### config.mk
export PLATFORM = sky130hd
export DESIGN_NAME = sic1_loader
export DESIGN_NICKNAME = d
export VERILOG_FILES = /design/src/rtl/sic1_loader_pkg.sv /design/src/rtl/sic1_loader_timer.sv /design/src/rtl/sic1_loader.sv
export SDC_FILE = /design/constraint.sdc
export NUM_CORES = 1
export LEC_CHECK = 0
export CAP_MARGIN = 20
export CORE_MARGIN = 1.5
export CORE_UTILIZATION = 25
export CTS_BUF_LIST = sky130_fd_sc_hd__clkbuf_4 sky130_fd_sc_hd__clkbuf_8
export DETAILED_ROUTE_END_ITERATION = 10
export GPL_TIMING_DRIVEN = 0
export SYNTH_ARGS = -nofsm -noshare
export SYNTH_HDL_FRONTEND = slang
export SYNTH_SLANG_ARGS = --single-unit
### constraint.sdc
create_clock -name clk -period 4.95 [get_ports clk]
set_input_delay 0.7425 -clock clk [delete_from_list [all_inputs] [get_ports clk]]
set_output_delay 0.7425 -clock clk [all_outputs]
set_load 0.005 [all_outputs]
### src/rtl/sic1_loader_pkg.sv
// Shared types and constants for the SIC-1 byte-stream program loader.
package sic1_loader_pkg;

    typedef enum logic [2:0] {
        ST_IDLE,
        ST_STOP_WAIT,
        ST_ADDR,
        ST_LEN,
        ST_DATA,
        ST_CHK,
        ST_START_PC,
        ST_RUN_EDGE
    } state_t;

    localparam logic [7:0] SYNC_LOAD     = 8'hA5;
    localparam logic [7:0] SYNC_STOP     = 8'h5A;
    localparam logic [7:0] MAX_PROG_ADDR = 8'd252;

    function automatic logic acceptsBytes(input state_t s);
        return (s == ST_IDLE) || (s == ST_ADDR) || (s == ST_LEN) ||
               (s == ST_DATA) || (s == ST_CHK);
    endfunction

endpackage

### src/rtl/sic1_loader_timer.sv
// Inter-byte idle timer: reloads on clear, counts down while enabled, flags zero.
module sic1_loader_timer #(
    parameter int TIMEOUT_CYCLES = 100000
) (
    input  logic clk,
    input  logic rst_n,
    input  logic i_clear,
    input  logic i_enable,
    output logic o_expired
);

    localparam int W = (TIMEOUT_CYCLES > 1) ? $clog2(TIMEOUT_CYCLES) : 1;
    localparam logic [W-1:0] LOAD_VALUE = W'(TIMEOUT_CYCLES - 1);

    logic [W-1:0] r_count;

    // Saturates at zero so the expired flag stays up until the next reload.
    always_ff @(posedge clk) begin
        if (!rst_n) begin
            r_count <= LOAD_VALUE;
        end else if (i_clear) begin
            r_count <= LOAD_VALUE;
        end else if (i_enable && (r_count != '0)) begin
            r_count <= r_count - W'(1);
        end
    end

    assign o_expired = (r_count == '0);

endmodule

### src/rtl/sic1_loader.sv
// Framed byte-stream loader: halts the SIC-1 core, writes a program through
// its halted-mode programming pins, verifies a checksum, then restarts it.
module sic1_loader
    import sic1_loader_pkg::*;
#(
    parameter int TIMEOUT_CYCLES = 100000
) (
    input  logic       clk,
    input  logic       rst_n,
    input  logic [7:0] in_byte,
    input  logic       in_valid,
    output logic       in_ready,
    input  logic       cpu_halted,
    output logic [7:0] cpu_data,
    output logic       cpu_set_pc,
    output logic       cpu_set_data,
    output logic       cpu_run,
    output logic       error
);

    state_t     r_state;
    state_t     w_nextState;

    logic [7:0] r_addr;
    logic [7:0] r_sum;
    logic [7:0] r_remaining;

    logic       r_inReady;
    logic [7:0] r_data;
    logic       r_setPc;
    logic       r_setData;
    logic       r_run;
    logic       r_error;

    logic       w_nxtInReady;
    logic [7:0] w_nxtData;
    logic       w_nxtSetPc;
    logic       w_nxtSetData;
    logic       w_nxtRun;
    logic       w_nxtError;

    logic       w_accept;
    logic       w_inFrame;
    logic       w_expired;
    logic       w_timeout;
    logic [8:0] w_endAddr;
    logic       w_lenBad;
    logic       w_chkGood;

    assign w_accept  = in_valid && r_inReady;
    assign w_inFrame = (r_state == ST_ADDR) || (r_state == ST_LEN) ||
                       (r_state == ST_DATA) || (r_state == ST_CHK);
    assign w_timeout = w_inFrame && !w_accept && w_expired;

    // End address is one past the last written byte, so it may reach 253.
    assign w_endAddr = {1'b0, r_addr} + {1'b0, in_byte};
    assign w_lenBad  = (in_byte == 8'd0) || (w_endAddr > ({1'b0, MAX_PROG_ADDR} + 9'd1));
    assign w_chkGood = ((r_sum + in_byte) == 8'h00);

    sic1_loader_timer #(
        .TIMEOUT_CYCLES(TIMEOUT_CYCLES)
    ) u_timer (
        .clk      (clk),
        .rst_n    (rst_n),
        .i_clear  (w_accept || !w_inFrame),
        .i_enable (w_inFrame),
        .o_expired(w_expired)
    );

    always_ff @(posedge clk) begin
        if (!rst_n) begin
            r_state <= ST_IDLE;
        end else begin
            r_state <= w_nextState;
        end
    end

    always_comb begin
        w_nextState = r_state;
        case (r_state)
            ST_IDLE:      if (w_accept && (in_byte == SYNC_LOAD)) w_nextState = ST_STOP_WAIT;
            ST_STOP_WAIT: if (cpu_halted && !r_run) w_nextState = ST_ADDR;
            ST_ADDR:      if (w_accept) w_nextState = ST_LEN;
            ST_LEN:       if (w_accept) w_nextState = w_lenBad ? ST_IDLE : ST_DATA;
            ST_DATA:      if (w_accept && (r_remaining == 8'd1)) w_nextState = ST_CHK;
            ST_CHK:       if (w_accept) w_nextState = w_chkGood ? ST_START_PC : ST_IDLE;
            ST_START_PC:  w_nextState = ST_RUN_EDGE;
            ST_RUN_EDGE:  w_nextState = ST_IDLE;
            default:      w_nextState = ST_IDLE;
        endcase
        if (w_timeout) begin
            w_nextState = ST_IDLE;
        end
    end

    // Computes the values every registered output takes after this edge.
    always_comb begin
        w_nxtInReady = acceptsBytes(w_nextState);
        w_nxtData    = r_data;
        w_nxtSetPc   = 1'b0;
        w_nxtSetData = 1'b0;
        w_nxtRun     = r_run;
        w_nxtError   = r_error;
        case (r_state)
            ST_IDLE: begin
                if (w_accept && (in_byte == SYNC_STOP)) begin
                    w_nxtRun = 1'b0;
                end
                if (w_accept && (in_byte == SYNC_LOAD)) begin
                    w_nxtRun   = 1'b0;
                    w_nxtError = 1'b0;
                end
            end
            ST_ADDR: begin
                if (w_accept) begin
                    w_nxtSetPc = 1'b1;
                    w_nxtData  = in_byte;
                end
            end
            ST_LEN:  if (w_accept && w_lenBad) w_nxtError = 1'b1;
            ST_DATA: begin
                if (w_accept) begin
                    w_nxtSetData = 1'b1;
                    w_nxtData    = in_byte;
                end
            end
            ST_CHK:  if (w_accept && !w_chkGood) w_nxtError = 1'b1;
            ST_START_PC: begin
                w_nxtSetPc = 1'b1;
                w_nxtData  = r_addr;
            end
            ST_RUN_EDGE: w_nxtRun = 1'b1;
            default: ;
        endcase
        if (w_timeout) begin
            w_nxtError = 1'b1;
        end
    end

    always_ff @(posedge clk) begin
        if (!rst_n) begin
            r_inReady <= 1'b1;
            r_data    <= 8'h00;
            r_setPc   <= 1'b0;
            r_setData <= 1'b0;
            r_run     <= 1'b0;
            r_error   <= 1'b0;
        end else begin
            r_inReady <= w_nxtInReady;
            r_data    <= w_nxtData;
            r_setPc   <= w_nxtSetPc;
            r_setData <= w_nxtSetData;
            r_run     <= w_nxtRun;
            r_error   <= w_nxtError;
        end
    end

    // The running checksum starts from ADDR and absorbs every frame byte up to CHK.
    always_ff @(posedge clk) begin
        if (!rst_n) begin
            r_addr      <= 8'h00;
            r_sum       <= 8'h00;
            r_remaining <= 8'h00;
        end else if (w_accept) begin
            case (r_state)
                ST_ADDR: begin
                    r_addr <= in_byte;
                    r_sum  <= in_byte;
                end
                ST_LEN: begin
                    r_sum       <= r_sum + in_byte;
                    r_remaining <= in_byte;
                end
                ST_DATA: begin
                    r_sum       <= r_sum + in_byte;
                    r_remaining <= r_remaining - 8'd1;
                end
                default: ;
            endcase
        end
    end

    assign in_ready     = r_inReady;
    assign cpu_data     = r_data;
    assign cpu_set_pc   = r_setPc;
    assign cpu_set_data = r_setData;
    assign cpu_run      = r_run;
    assign error        = r_error;

endmodule

Word-level counts from Yosys, hierarchy flattened

Cells that the tools add are included.

Input port bits: 12
Output and inout bits: 13
Flip-flop bits (word level): 57
Logic and storage cells: 104

Bitwise operators: 1
$add $sub $neg: 4
Muxes and demuxes: 24
Magnitude comparators: 1
Equal/unequal tests: 19
Reduce and logical (&&, ||, !) cells: 44

Operators by type and width:

| kind                                                           | count |
|---|---|
| one-hot mux 8 bit (2 select lines)                             | 3 |
| 2-to-1 mux 3 bit                                               | 9 |
| one-hot mux 3 bit (8 select lines)                             | 1 |
| equality test 3 bit (second input constant)                    | 6 |
| logical NOT 17 bit                                             | 1 |
| nonzero test 17 bit                                            | 1 |
| subtractor 17 x 1 -> 17 bit (second input constant)            | 1 |
| logical NOT 8 bit                                              | 2 |
| equality test 3 x 2 -> 1 bit (second input constant)           | 4 |
| AND reduction 2 bit                                            | 6 |
| logical AND 1 bit                                              | 10 |
| adder 8 x 8 -> 9 bit                                           | 1 |
| greater-than comparator 9 x 8 -> 1 bit (second input constant) | 1 |
| logical OR 1 bit                                               | 9 |
| adder 8 bit                                                    | 1 |
| equality test 8 x 1 -> 1 bit (second input constant)           | 1 |
| equality test 8 x 7 -> 1 bit (second input constant)           | 1 |
| equality test 8 bit (second input constant)                    | 1 |
| 2-to-1 mux 8 bit                                               | 1 |
| nonzero test 2 bit                                             | 4 |
| subtractor 8 x 1 -> 8 bit (second input constant)              | 1 |
| 2-to-1 mux 1 bit                                               | 7 |
| logical NOT 3 bit                                              | 2 |
| inequality test 3 x 2 -> 1 bit (second input constant)         | 2 |
| 10 further kinds                                               | 17 |

Longest topological paths before layout

Word-level depth: 12
Mapped depth: 10
Gate-level depth less buffers: 10

By module

From an unflattened synthesis, not the netlist that was laid out.

Cell total of the unflattened synthesis: 443
Area total of the unflattened synthesis: 3649.8 um^2

Modules (own cells, without submodules):

| module            | cells each | area each (um^2) | times used |
|---|---|---|---|
| sic1_loader       | 322        | 2655.0           | 1 |
| sic1_loader_timer | 121        | 994.7            | 1 |

Least setup slack after synthesis

OpenSTA, ideal clock, no wires.

Path kind: in2reg
Start point: input port in_byte[0]
End point: register r_error, in the netlist error
Stages on the path: 9
Buffers on the path: 0
Setup time: 0.118 ns
Arrival time: 2.848 ns
Path slack: 1.985 ns
Data required time: 4.832 ns
Cells stage by stage: ha_1 fa_1 a211oi_1 nor3_1 or3b_2 nor2_1 nand3_1 a311o_2 o2111a_1

Cells in the longest elaborated chain, start to end: 6
Elaborated cells on any way between the ends: 15
Those cells by class: 2 x add/sub; 1 x order compare; 4 x eq/ne; 8 x reduce/logical

RTL lines:

| what                                                                        | line                                   | RTL |
|---|---|---|
| start, declared                                                             | sic1_loader.sv:10                      | `input logic [7:0] in_byte,` |
| adder 8 x 8 -> 9 bit or adder 8 bit (tied branches)                         | sic1_loader.sv:56, sic1_loader.sv:58   |  |
| greater-than comparator 9 x 8 -> 1 bit or logical NOT 8 bit (tied branches) | sic1_loader.sv:57, sic1_loader.sv:58   |  |
| logical OR 1 bit or logical NOT 1 bit (tied branches)                       | sic1_loader.sv:57, sic1_loader.sv:127  |  |
| logical AND 1 bit, on equally long branches                                 | sic1_loader.sv:120, sic1_loader.sv:127 |  |
| inequality test 3 x 2 -> 1 bit (no line)                                    | --                                     |  |
| AND reduction 4 bit (no line) *                                             | --                                     |  |
| end signal, assigned                                                        | sic1_loader.sv:154                     | `r_error <= w_nxtError;` |
| end, declared                                                               | sic1_loader.sv:33                      | `logic r_error;` |

Every way passes the cells marked *; elsewhere a longest branch is shown, timed or not.
A chain may end at the register's enable or synchronous reset.

Worst setup path in the final report

Same ends and word-level chain as after synthesis.

==> impl_results.md <==
- Number of fill cells: 1467
- Share of layout cells above drive strength 1: 9.05%
- Flop pwr share: 47.6%
- Routed Antenna Nets: 0
- Combinational Power Share: 6.4%
- Area leader, netlist: dfxtp_1
- Root buf cell: clkbuf_8
- Final period utilization: 75.3%
- Clock Latency Late Sink: 0.34 ns
- Die ar.: 0.0148 mm^2
- Syn nets: 466
- Avg Inst Size Synth: 8.12 um^2
- Gr usage total: 13.7%
- Crit Path Class: in -> reg
- Largest net degree at the start of global routing: 11
- DIE HEIGHT: 122 um
- Fraction of synthesized area in multiplexers: 2.88%
- RSZ-0062 raised after global routing: false
- Dpl ws: 0.926 ns
- FF+latch area: 0.00114 mm^2
- CTS tree: built
- Sequential share of the synthesized area: 32.4%
- Fraction of registers with async set/reset: 0%
- Clock sink count: 57
- Cell internal pwr: 0.742 mW
- Initial Util: 25.5%
- Net switching power: 0.222 mW
- Number of global-route vias before repair: 3206
- Core Rows: 43
- P&R area growth vs syn: 19.0%
- H-tree Lvls: 3
- Post-cts resize count: 0
- Antenna cells: 0
- Most frequent cells in the layout: nand2_1, dfxtp_1, nor2_1
- Post-synthesis adder-cell area fraction: 7.53%
- Ys Warns: 0
- Final min period: 3.73 ns
- Max-Cap Viols: 0
- Arr. time, crit path: 3.95 ns
- Seq cells post-synth: 57
- Synth Cell Area: 0.00352 mm^2
- Startpoint types: input pin
- Clock share of power: 46.0%
- Final WL: 9520 um
- Post-Route Setup TNS: 0 ns
- Worst VDD drop: 0.0000982 V
- Fin. max-slew vios: 0
- Largest cells by area after synthesis: dfxtp_1, ha_1, nand2_1, nor2_1, o21ai_0
- First-pass GRT wire length: 15700 um
- Num ports: 25
- Dpl hpwl: 7010 um
- Main combinational cell family by area after synthesis: simple AND/OR/NAND/NOR gates
- DRC: 0
- Hold buffers post-CTS: 0
- Fin. Hold Viols: 0
- Power per cell area: 230 mW/mm^2
- Final setup skew: 0.0150 ns
- Yosys cell types: 67
- Worst hold path class: reg -> reg
- Total Nets Final: 502
- Antenna violations before repair: 0
- Req. time, crit path: 5.17 ns
- Cells after Synth: 434
- Xor and xnor area share after synthesis: 5.47%
- Final core utilization: 30.3%
- GPL Wtd Cong: 0.866
- Via count: 3277
- Core region area: 0.0138 mm^2
- EDFF count, synth: 0
- CTS clk-pin slew, worst paths: 0.06 ns
- Hold WS: 0.459 ns
- Pre-antenna DRT Iters: 4
- Iter 0 DRT Violations: 225
- Most used DFF post-synth: dfxtp_1
- Final setup viols: 0
- WL/cell: 14.5 um
- Critical path endpoint category: flop
- Num CTS Buffers: 9
- Via/cell ratio: 5.00
- Critical Path Fanout Max: 8
- Max transition margin: 44.0%
- Bufs on Longest Clock Path: 2
- Setup bufs post-CTS: 0
- Switching part of the total: 23.0%
- GRT overflow: 0
- Synth top area share: 32.4%
- Chip Width: 122 um
- Slew @ Worst Pin: 0.830 ns
- Commonest non-fill, non-tap cell in the layout: nand2_1
- Footprint of the multi-input gates: 0.00223 mm^2
- Synth Area in Simple Gates: 28.4%
- Outcome: finished, final reports clean
- Compound-Gate Fraction of Synth Area: 18.9%
- Port Buffers: 24
- Final WS setup: 1.22 ns
- Max Clk Rate: 268 MHz
- Leak pwr: 1.53 nW
## area by class of cell
cell class	instances	share of cell area (%)
well taps	180	5.37
plain buffers	18	2.48
flip-flops and latches	57	27.2
inverters	14	1.25
multi-input cells	345	53.1
clock inverters	3	0.955
repair buffers	25	5.85
clock buffers	13	3.82
## power by group through the flow
| stage | sequential (mW) | clock, mW | combinational (mW) |
|---|---|---|---|
| 2_1_floorplan | 0.469 | 0 | 0.0316 |
| 3_3_place_gp | 0.469 | 0 | 0.0597 |
| 3_5_place_dp | 0.469 | 0 | 0.0618 |
| 4_1_cts | 0.459 | 0.458 | 0.0620 |
| 5_1_grt | 0.458 | 0.486 | 0.0674 |
| 6_report | 0.459 | 0.444 | 0.0616 |
## state kept, by name (all words and copies together), names as in the netlist
name	flops
r_remaining	8
cpu_set_pc	1
cpu_set_data	1
cpu_data	8
u_timer.r_count	17
r_state	3
r_addr	8
in_ready	1
cpu_run	1
r_sum	8
error	1
## worst paths after layout
path / cells after the start / endpoint / slack [ns] / startpoint
hold reg to reg: 2 / u_timer.r_count[16]$_SDFFE_PP1P_ / 0.46 / u_timer.r_count[16]$_SDFFE_PP1P_
hold / removal: 2 / u_timer.r_count[16]$_SDFFE_PP1P_ / 0.46 / u_timer.r_count[16]$_SDFFE_PP1P_
setup reg to reg: 9 / error$_SDFFE_PN0P_ / 2.10 / r_sum[0]$_SDFFE_PN0P_
setup / recovery: 10 / error$_SDFFE_PN0P_ / 1.22 / in_byte[0]
## logic make-up (layout without fill, tap and decap cells)
| kind of cell | after synthesis | after routing |
|---|---|---|
| and+or+nand+nor | 194 | 194 |
| AOI/OAI and AO/OA | 99 | 99 |
| DFF | 57 | 57 |
| buffers and inverters | 32 | 73 |
| xor gates and xnor gates | 22 | 22 |
| adders and majority gates | 20 | 20 |
| muxes | 10 | 10 |
## metal layers
metal  track usage (%)  up-vias  wire length [um]
met5                 0        -                 0
met2              23.0       68              4550
met4              4.41        0               126
li1                  -     1649                 -
met1              17.0     1546              4330
met3              3.79       14               515
## per-stage QoR
step	total power [mW]	area (um^2)	std cells
global placement	0.529	3990	638
finish	0.964	4190	655
detailed placement	0.531	3990	638
floorplan	0.501	3520	434
CTS	0.978	4190	654
global route	1.01	4190	655
## critical path, stage by stage
cell             delay, ns
clkdlybuf4s50_1       0.64
ha_1                  0.36
fa_1                  0.43
a211oi_1              0.33
nor3_1                0.10
or3b_2                0.48
nor2_1                0.25
nand3_1               0.14
a311o_2               0.35
o2111a_1              0.13
## Yosys cell counts (3+ instances only)
library cell	instances
nor4_1	6
ha_1	18
clkbuf_1	11
nor2_1	51
nor2b_1	3
xor2_1	12
a21oi_1	23
a21o_1	4
inv_1	13
o21ai_0	25
mux2i_1	9
nand2b_1	5
dfxtp_1	57
a32oi_1	3
o211ai_1	3
a211oi_1	5
xnor2_1	10
nor3_1	12
nand3_1	18
nand2_1	60
a311oi_1	14
nand4_1	7
buf_2	3
(Power assumes the default switching activity.)
